## src/rtl/uart_pkg.sv

```systemverilog
// Shared types and frame constants for the shared UART transmit path.
// Imported by the arbiter top and by anything that needs the frame layout.
package uart_pkg;

    typedef enum logic [1:0] {
        IDLE = 2'd0,
        DATA = 2'd1,
        STOP = 2'd2
    } tx_state_e;

    localparam int DEF_DATA_BITS  = 8;
    localparam int DEF_STOP_BITS  = 1;
    localparam int DEF_FRAME_BITS = 1 + DEF_DATA_BITS + DEF_STOP_BITS;

    // Line bits per frame: start bit, data bits, stop bits.
    function automatic int frame_bits(input int data_bits, input int stop_bits);
        return 1 + data_bits + stop_bits;
    endfunction

endpackage

```

## src/rtl/rr_arbiter.sv

```systemverilog
// Combinational round-robin picker: first asserted request at or after ptr_i,
// wrapping modulo NUM_REQ.
module rr_arbiter #(
    parameter int NUM_REQ = 4,
    parameter int ID_W    = $clog2(NUM_REQ)
) (
    input  logic [NUM_REQ-1:0] req_i,
    input  logic [ID_W-1:0]    ptr_i,
    output logic [NUM_REQ-1:0] grant_o,
    output logic [ID_W-1:0]    idx_o,
    output logic               any_req_o
);

    logic            found;
    logic [ID_W-1:0] cand;

    always_comb begin
        grant_o = '0;
        idx_o   = '0;
        found   = 1'b0;
        cand    = '0;
        for (int k = 0; k < NUM_REQ; k++) begin
            cand = ID_W'((int'(ptr_i) + k) % NUM_REQ);
            if (!found && req_i[cand]) begin
                found          = 1'b1;
                idx_o          = cand;
                grant_o[cand]  = 1'b1;
            end
        end
    end

    assign any_req_o = |req_i;

endmodule

```

## src/rtl/uart_tx_arbiter.sv

```systemverilog
// Round-robin shares one 8N1-style tx line among NUM_REQ byte producers,
// with a one-entry holding register in front of a tick-paced serializer.
module uart_tx_arbiter
    import uart_pkg::*;
#(
    parameter int NUM_REQ   = 4,
    parameter int DATA_BITS = DEF_DATA_BITS,
    parameter int STOP_BITS = DEF_STOP_BITS,
    parameter int ID_W      = $clog2(NUM_REQ)
) (
    input  logic                         clk,
    input  logic                         rst_n,
    input  logic                         tx_enb,
    input  logic [NUM_REQ-1:0]           req_valid,
    input  logic [NUM_REQ*DATA_BITS-1:0] req_data,
    output logic [NUM_REQ-1:0]           req_ready,
    output logic [ID_W-1:0]              grant_id,
    output logic                         tx,
    output logic                         busy,
    output logic                         tx_done
);

    localparam int BW = $clog2(DATA_BITS + 1);
    localparam int SW = $clog2(STOP_BITS + 1);

    tx_state_e            state_q, state_d;
    logic [DATA_BITS-1:0] shift_q, shift_d;
    logic [BW-1:0]        bitcnt_q, bitcnt_d;
    logic [SW-1:0]        stopcnt_q, stopcnt_d;
    logic                 tx_q, tx_d;
    logic [DATA_BITS-1:0] hold_data_q, hold_data_d;
    logic                 hold_valid_q, hold_valid_d;
    logic [ID_W-1:0]      grant_q, grant_d;
    logic [ID_W-1:0]      ptr_q, ptr_d;

    logic                 consume;
    logic                 frame_end;
    logic                 fill;
    logic [NUM_REQ-1:0]   arb_grant;
    logic [ID_W-1:0]      arb_idx;
    logic                 any_req;

    rr_arbiter #(
        .NUM_REQ (NUM_REQ),
        .ID_W    (ID_W)
    ) u_rr_arbiter (
        .req_i     (req_valid),
        .ptr_i     (ptr_q),
        .grant_o   (arb_grant),
        .idx_o     (arb_idx),
        .any_req_o (any_req)
    );

    // Every frame start (from IDLE or straight out of STOP) funnels through
    // the consume path so back-to-back frames share one load sequence.
    always_comb begin
        state_d   = state_q;
        shift_d   = shift_q;
        bitcnt_d  = bitcnt_q;
        stopcnt_d = stopcnt_q;
        tx_d      = tx_q;
        consume   = 1'b0;
        frame_end = 1'b0;
        if (tx_enb) begin
            case (state_q)
                IDLE: begin
                    if (hold_valid_q) begin
                        consume = 1'b1;
                    end
                end
                DATA: begin
                    if (bitcnt_q == BW'(DATA_BITS)) begin
                        tx_d      = 1'b1;
                        stopcnt_d = '0;
                        state_d   = STOP;
                    end else begin
                        tx_d     = shift_q[0];
                        shift_d  = shift_q >> 1;
                        bitcnt_d = bitcnt_q + 1'b1;
                    end
                end
                STOP: begin
                    stopcnt_d = stopcnt_q + 1'b1;
                    if (stopcnt_q == SW'(STOP_BITS - 1)) begin
                        frame_end = 1'b1;
                        if (hold_valid_q) begin
                            consume = 1'b1;
                        end else begin
                            state_d = IDLE;
                            tx_d    = 1'b1;
                        end
                    end
                end
                default: begin
                    state_d = IDLE;
                    tx_d    = 1'b1;
                end
            endcase
            if (consume) begin
                tx_d     = 1'b0;
                shift_d  = hold_data_q;
                bitcnt_d = '0;
                state_d  = DATA;
            end
        end
    end

    // A refill may land in the same cycle the serializer drains the hold.
    always_comb begin
        fill         = rst_n && any_req && (!hold_valid_q || consume);
        hold_valid_d = hold_valid_q && !consume;
        hold_data_d  = hold_data_q;
        grant_d      = grant_q;
        ptr_d        = ptr_q;
        if (fill) begin
            hold_valid_d = 1'b1;
            hold_data_d  = req_data[int'(arb_idx) * DATA_BITS +: DATA_BITS];
            grant_d      = arb_idx;
            ptr_d        = (arb_idx == ID_W'(NUM_REQ - 1)) ? '0 : arb_idx + 1'b1;
        end
    end

    always_ff @(posedge clk or negedge rst_n) begin
        if (!rst_n) begin
            state_q      <= IDLE;
            shift_q      <= '0;
            bitcnt_q     <= '0;
            stopcnt_q    <= '0;
            tx_q         <= 1'b1;
            hold_data_q  <= '0;
            hold_valid_q <= 1'b0;
            grant_q      <= '0;
            ptr_q        <= '0;
        end else begin
            state_q      <= state_d;
            shift_q      <= shift_d;
            bitcnt_q     <= bitcnt_d;
            stopcnt_q    <= stopcnt_d;
            tx_q         <= tx_d;
            hold_data_q  <= hold_data_d;
            hold_valid_q <= hold_valid_d;
            grant_q      <= grant_d;
            ptr_q        <= ptr_d;
        end
    end

    assign req_ready = fill ? arb_grant : '0;
    assign grant_id  = grant_q;
    assign tx        = tx_q;
    assign busy      = (state_q != IDLE) || hold_valid_q;
    assign tx_done   = frame_end;

endmodule

```

## config.mk

```make
export PLATFORM = sky130hd
export DESIGN_NAME = uart_tx_arbiter
export DESIGN_NICKNAME = d
export VERILOG_FILES = /design/src/rtl/uart_pkg.sv /design/src/rtl/rr_arbiter.sv /design/src/rtl/uart_tx_arbiter.sv
export SDC_FILE = /design/constraint.sdc
export NUM_CORES = 1
export LEC_CHECK = 0
export BUFFER_PORTS_ARGS = -buffer_cell sky130_fd_sc_hd__buf_2
export CORE_ASPECT_RATIO = 2
export CORE_MARGIN = 3
export CORE_UTILIZATION = 45
export CTS_CLUSTER_DIAMETER = 120
export DETAILED_ROUTE_END_ITERATION = 8
export HOLD_SLACK_MARGIN = 0.08
export PLACE_DENSITY = 0.69
export RECOVER_POWER = 25
export SLEW_MARGIN = 20
export SYNTH_ARGS = -nofsm -noshare
export SYNTH_HDL_FRONTEND = slang
export SYNTH_HIERARCHICAL = 1
export SYNTH_SLANG_ARGS = --single-unit
```

## constraint.sdc

```tcl
create_clock -name clk -period 4.1 [get_ports clk]
set_clock_uncertainty 0.05 [all_clocks]
set_input_delay 0.82 -clock clk [delete_from_list [all_inputs] [get_ports clk]]
set_output_delay 0.82 -clock clk [all_outputs]
set_load 0.05 [all_outputs]
```

== After elaboration in Yosys (flattened, before gate mapping) ==
Cells that the tools add are included.

* Bits in registers: 29
* Input port bits: 39
* Logic and storage cells: 119

* $add $sub $neg: 6
* Order comparisons: 8
* Eq/ne operators: 10
* Shift-type cells: 1
* Mux-type cells: 56
* Bitwise gates (word level): 3
* Reductions and logical operators: 26

{| class="wikitable"
|+ Operator list
! operator !! number
|-
| 2-to-1 mux 4 bit || 8
|-
| indexed part select 32 x 6 -> 8 bit || 1
|-
| 2-to-1 mux 1 bit || 24
|-
| 2-to-1 mux 8 bit || 3
|-
| 2-to-1 mux 2 bit || 9
|-
| < comparator 2 x 3 -> 1 bit, second input constant || 4
|-
| OR 4 bit || 3
|-
| logical AND 1 bit || 10
|-
| != test 3 bit, second input constant || 3
|-
| binary-select mux 1 bit (select 2 bit) || 4
|-
| demux 1 bit (select 2 bit) || 4
|-
| greater-or-equal comparator 2 x 1 -> 1 bit, second input constant || 4
|-
| case mux 2 bit (3 select lines) || 1
|-
| AND reduction 3 bit || 2
|-
| nonzero test 2 bit || 3
|-
| zero test 1 bit || 5
|-
| AND reduction 5 bit || 1
|-
| adder 2 x 1 -> 2 bit, second input constant || 2
|-
| adder 2 bit, second input constant || 2
|-
| adder 4 x 1 -> 4 bit, second input constant || 1
|-
| == test 2 bit, second input constant || 2
|-
| == test 4 bit, second input constant || 1
|-
| != test 2 bit, second input constant || 2
|-
| case mux 1 bit (2 select lines) || 2
|-
| other kinds (8) || 9
|}

== Logic depth before layout (Yosys ltp) ==
* Depth after elaboration: 14
* Gate-level depth with buffers: 10
* Mapped depth without buffers: 9

== Hierarchy ==
The synthesis kept the hierarchy.

{| class="wikitable"
|+ By module, submodules not included
! module !! instances !! cells an instance !! area each (µm²)
|-
| uart_tx_arbiter || 1 || 128 || 1612.8
|-
| rr_arbiter || 1 || 49 || 411.6
|}

== Worst setup path after synthesis ==
OpenSTA, ideal clock, no wires.

* Path kind: register to output
* From: reg ptr_q[0]
* To: out req_ready[0]
* Arrival: 2.452 ns
* Required time: 3.230 ns
* Slack: 0.778 ns
* Cell stages (with the launch flop): 9
* Path through: dfrtp_1 > buf_2 > inv_1 > ha_1 > mux4_2 > nor4b_4 > a22oi_1 > o21ai_0 > and2_1

* Cells in the longest elaborated chain, start to end: 13
* Elaborated cells between the ends (all ways): 48
* Classes of those cells: add/sub (3); order compare (8); mux (24); bitwise (3); reduce/logical (10)

{| class="wikitable"
|+ RTL lines
! item !! line !! text
|-
| start: declaration || uart_tx_arbiter.sv:34 || <nowiki>logic [ID_W-1:0] ptr_q, ptr_d;</nowiki>
|-
| start signal: assignment || uart_tx_arbiter.sv:143 || <nowiki>ptr_q <= ptr_d;</nowiki>
|-
| parallel branches: the longest is 11 deep, another holds < comparator 2 x 3 -> 1 bit || - ||
|-
| 2-to-1 mux 4 bit (*) || rr_arbiter.sv:24 || <nowiki>if (!found && req_i[cand]) begin</nowiki>
|-
| via arb_grant[0] || uart_tx_arbiter.sv:39 || <nowiki>logic [NUM_REQ-1:0] arb_grant;</nowiki>
|-
| 2-to-1 mux 4 bit (*) || uart_tx_arbiter.sv:147 || <nowiki>assign req_ready = fill ? arb_grant : '0;</nowiki>
|-
| end: declaration || uart_tx_arbiter.sv:16 || <nowiki>output logic [NUM_REQ-1:0] req_ready,</nowiki>
|}

Mark *: on every way through the listed nets, which the timed path passes. The select of a mux whose other input is x is not followed.

== Worst setup path after layout ==
* From: reg ptr_q[1]
* To: out req_ready[2]

Same word-level chain as after synthesis.

==> key figures <==
Min path
  • Worst min-delay path class: reg2reg

Timing
  • Fin Setup TNS: 0 ns
  • Final Max Slew Viols: 30
  • Fin crit period: roughly 3.8 ns
  • Unrepaired setup endpoints after global routing: false
  • Max_slew headroom: -1.879%
  • WHS: 0.4347 ns
  • Final hold vios: 0
  • Period utilisation layout: approximately 93%
  • Worst Slack Setup Final: between 0.2 and 0.3 ns
  • Setup violators final: 0
  • Measured slew at the worst slew-check pin: ~1.5 ns
  • FMAX: roughly 260 MHz

Routing
  • Drt wl/cell: ~16 µm
  • WL final: roughly 4400 µm
  • DRC viols: 0
  • Vias per cell: around 5.5
  • Initial DRT Pass Iterations: 4
  • Antenna viol nets, final: 0
  • Starting DRT DRC Count: 31
  • Via count: around 1500

Floorplanning
  • IO Count: 48
  • Core footprint: about 0.0042 mm²
  • Initial core utilization: roughly half
  • Num rows: 33
  • Die width: around 53 µm
  • Chip height: slightly above 100 µm
  • Die area: between 0.005 and 0.006 mm²

Synth
  • Synthesized Nets: approximately 220
  • Post-synthesis cell count: approximately 180
  • Post-synthesis register bit count: 29
  • Ranking of synthesized cells by area: dfrtp_1 (35%), mux4_2 (13%), ha_1 (4.9%), mux2_4 (4.4%), o221a_1 (3.9%)
  • Avg Inst Size Synth: around 11 µm²
  • Number of synthesized flops with an enable pin: 0
  • Area share of the largest cell type after synthesis: about a third
  • Synth Warn #: 6
  • Post-synth design cell area: a little over 0.002 mm²
  • Synth cell count leaders: dfrtp_1 (28), o21ai_0 (15), mux4_2 (12)
  • Synth area leader: dfrtp_1
  • Top-count cell post-synth: dfrtp_1
  • Seq/Total Area, Yosys: 35.91%
  • Ys flop type: dfrtp_1
  • FFs w/ async S/R, synth: 100.0%
  • Yosys cell types: 47

Power and ir drop
  • Peak supply drop: between 500 and 600 µV
  • Net Sw Frac: 41.46%
  • Psw: roughly 0.78 mW
  • Power per cell area: 794.4 mW/mm²
  • Combinational power share: just under 60%
  • Leak: 1.071 nW
  • Share of power burned in registers: around 29%
  • Design Power: 1.885 mW
  • Cell Int Power: 1.104 mW
  • Clk pwr share: about an eighth

Cells and area
  • Non-filler instance count after layout: ~280
  • Share of cells above drive strength 1: 39.21%
  • Layout Nets: about 270
  • Post-layout util: 56.36%
  • Area growth, synth to finish: 17.24%
  • ANT cells: 0
  • Finished Cell Area: 0.002374 mm²

CTS
  • Post-CTS sizing: 0
  • CTS Sinks: 29
  • CTS clock-pin slew for the worst setup and hold paths: roughly 0.060 ns
  • Root Driver: clkbuf_8
  • Post-CTS setup buffer count: 0
  • Worst skew pair latency: 0.28 ns
  • Hold-fix buffers, CTS: 0
  • H-Tree Depth: 2
  • CTS tree: built
  • CTS buffer count: 5
  • CTS max path bufs: 2

Worst setup path
  • Critical path launch point type: register
  • Worst endpoint required time: about 3.2 ns
  • Crit Path Category: reg2out
  • Critical path endpoint category: output port
  • Max FO, Critical Path: 12
  • Worst EP arrival: 2.95 ns

Status
  • Status: finished with violations
  • Failing checks: capacitance limit, slew limit

Global routing
  • Vias in the first global route: 1625
  • All-Layer GR Usage: between 15 and 20%
  • First-pass GRT wire length: approximately 7300 µm
  • Grt ovf: 0
  • Largest net degree at the start of global routing: 30
  • Initial antenna violation count: 0

Place
  • GP Congestion: 0.6987
  • Placed Area: ~0.0023 mm²
  • Port Buffer Count: 47
  • DPL Wire Length: between 3000 and 4000 µm
  • Placed insts: between 200 and 300
  • Worst slack at placement: ~0.38 ns

Flow run
  • Max-capacitance violation count: 1
metal layers:
layer / share of wire, % / GRT usage [%] / routed length, µm / up-vias
li1: - / - / - / 758
met1: 35 / 18.23 / 1526 / 743
met2: 60 / 35.19 / 2638 / 31
met3: 3.1 / 2.963 / 134 / 5
met4: 1.5 / 6.496 / 64 / 0
met5: 0 / 0 / 0 / -
flip-flops by register name, indices dropped and copies added, names as in the netlist:
signal and flops:
tx 1, state_q 2, ptr_q 2, shift_q 8, grant_id 2, hold_valid_q 1, bitcnt_q 4, hold_data_q 8
stopcnt_q 1
kinds of logic after synthesis:
family	synth area share (%)
muxes	21.63
AOI/OAI and AO/OA	15.14
and+or+nand+nor	16.93
xor gates and xnor gates	0.4327
adders and majority gates	4.945
DFF	35.91
buffers and inverters	5.006
worst max-delay path, cell delays in order (launching register included):
cell and delay (ns):
dfrtp_1 0.60, inv_1 0.14, ha_1 0.41, mux4_2 0.45, nor4b_4 0.45, a22oi_1 0.14, o21ai_1 0.10, and2_1 0.13
buf_2 0.26
power by group through the flow:
stage / clock network [mW] / registers (mW) / logic [mW]
2_1_floorplan: 0 / 0.553 / 0.900
3_3_place_gp: 0 / 0.550 / 1.10
6_report: 0.222 / 0.548 / 1.12
3_5_place_dp: 0 / 0.550 / 1.13
5_1_grt: 0.240 / 0.573 / 1.22
4_1_cts: 0.227 / 0.549 / 1.13
layout make-up:
class,count,area [µm²]
Tap cell,52,65.06
Clock buffer,6,72.57
Inverter,8,30.03
Clock inverter,2,10.01
Timing Repair Buffer,52,267.8
Fill cell,399,1838
Sequential cell,29,726.9
Multi-Input combinational cell,130,1201
worst paths after layout:
path / startpoint / to / slack (ns) / depth (start not counted)
worst max-delay path: ptr_q[1] / req_ready[2] / 0.28 / 8
worst min-delay path: tx / tx / 0.43 / 1
worst max register to register: ptr_q[1] / hold_data_q[2] / 0.54 / 9
worst min register to register: tx / tx / 0.43 / 1
max in group asynchronous: rst_n / shift_q[1] / 2.11 / 2
min in group asynchronous: rst_n / bitcnt_q[3] / 1.00 / 2
layout by cell type (no fill, tap or decap), drive strengths merged, types with 2 or more instances in the layout:
master and count:
a21oi 4, a22oi 8, and2 4, and3 2
buf 50, clkbuf 8, clkinv 2, dfrtp 28
ha 8, inv 8, mux2 12, mux4 12
nand2 9, nand2b 9, nand3 5, nand3b 3
nor2 8, nor2b 6, o21ai 16, o221a 7
or3 2
Power figures use the tool's default switching activity.
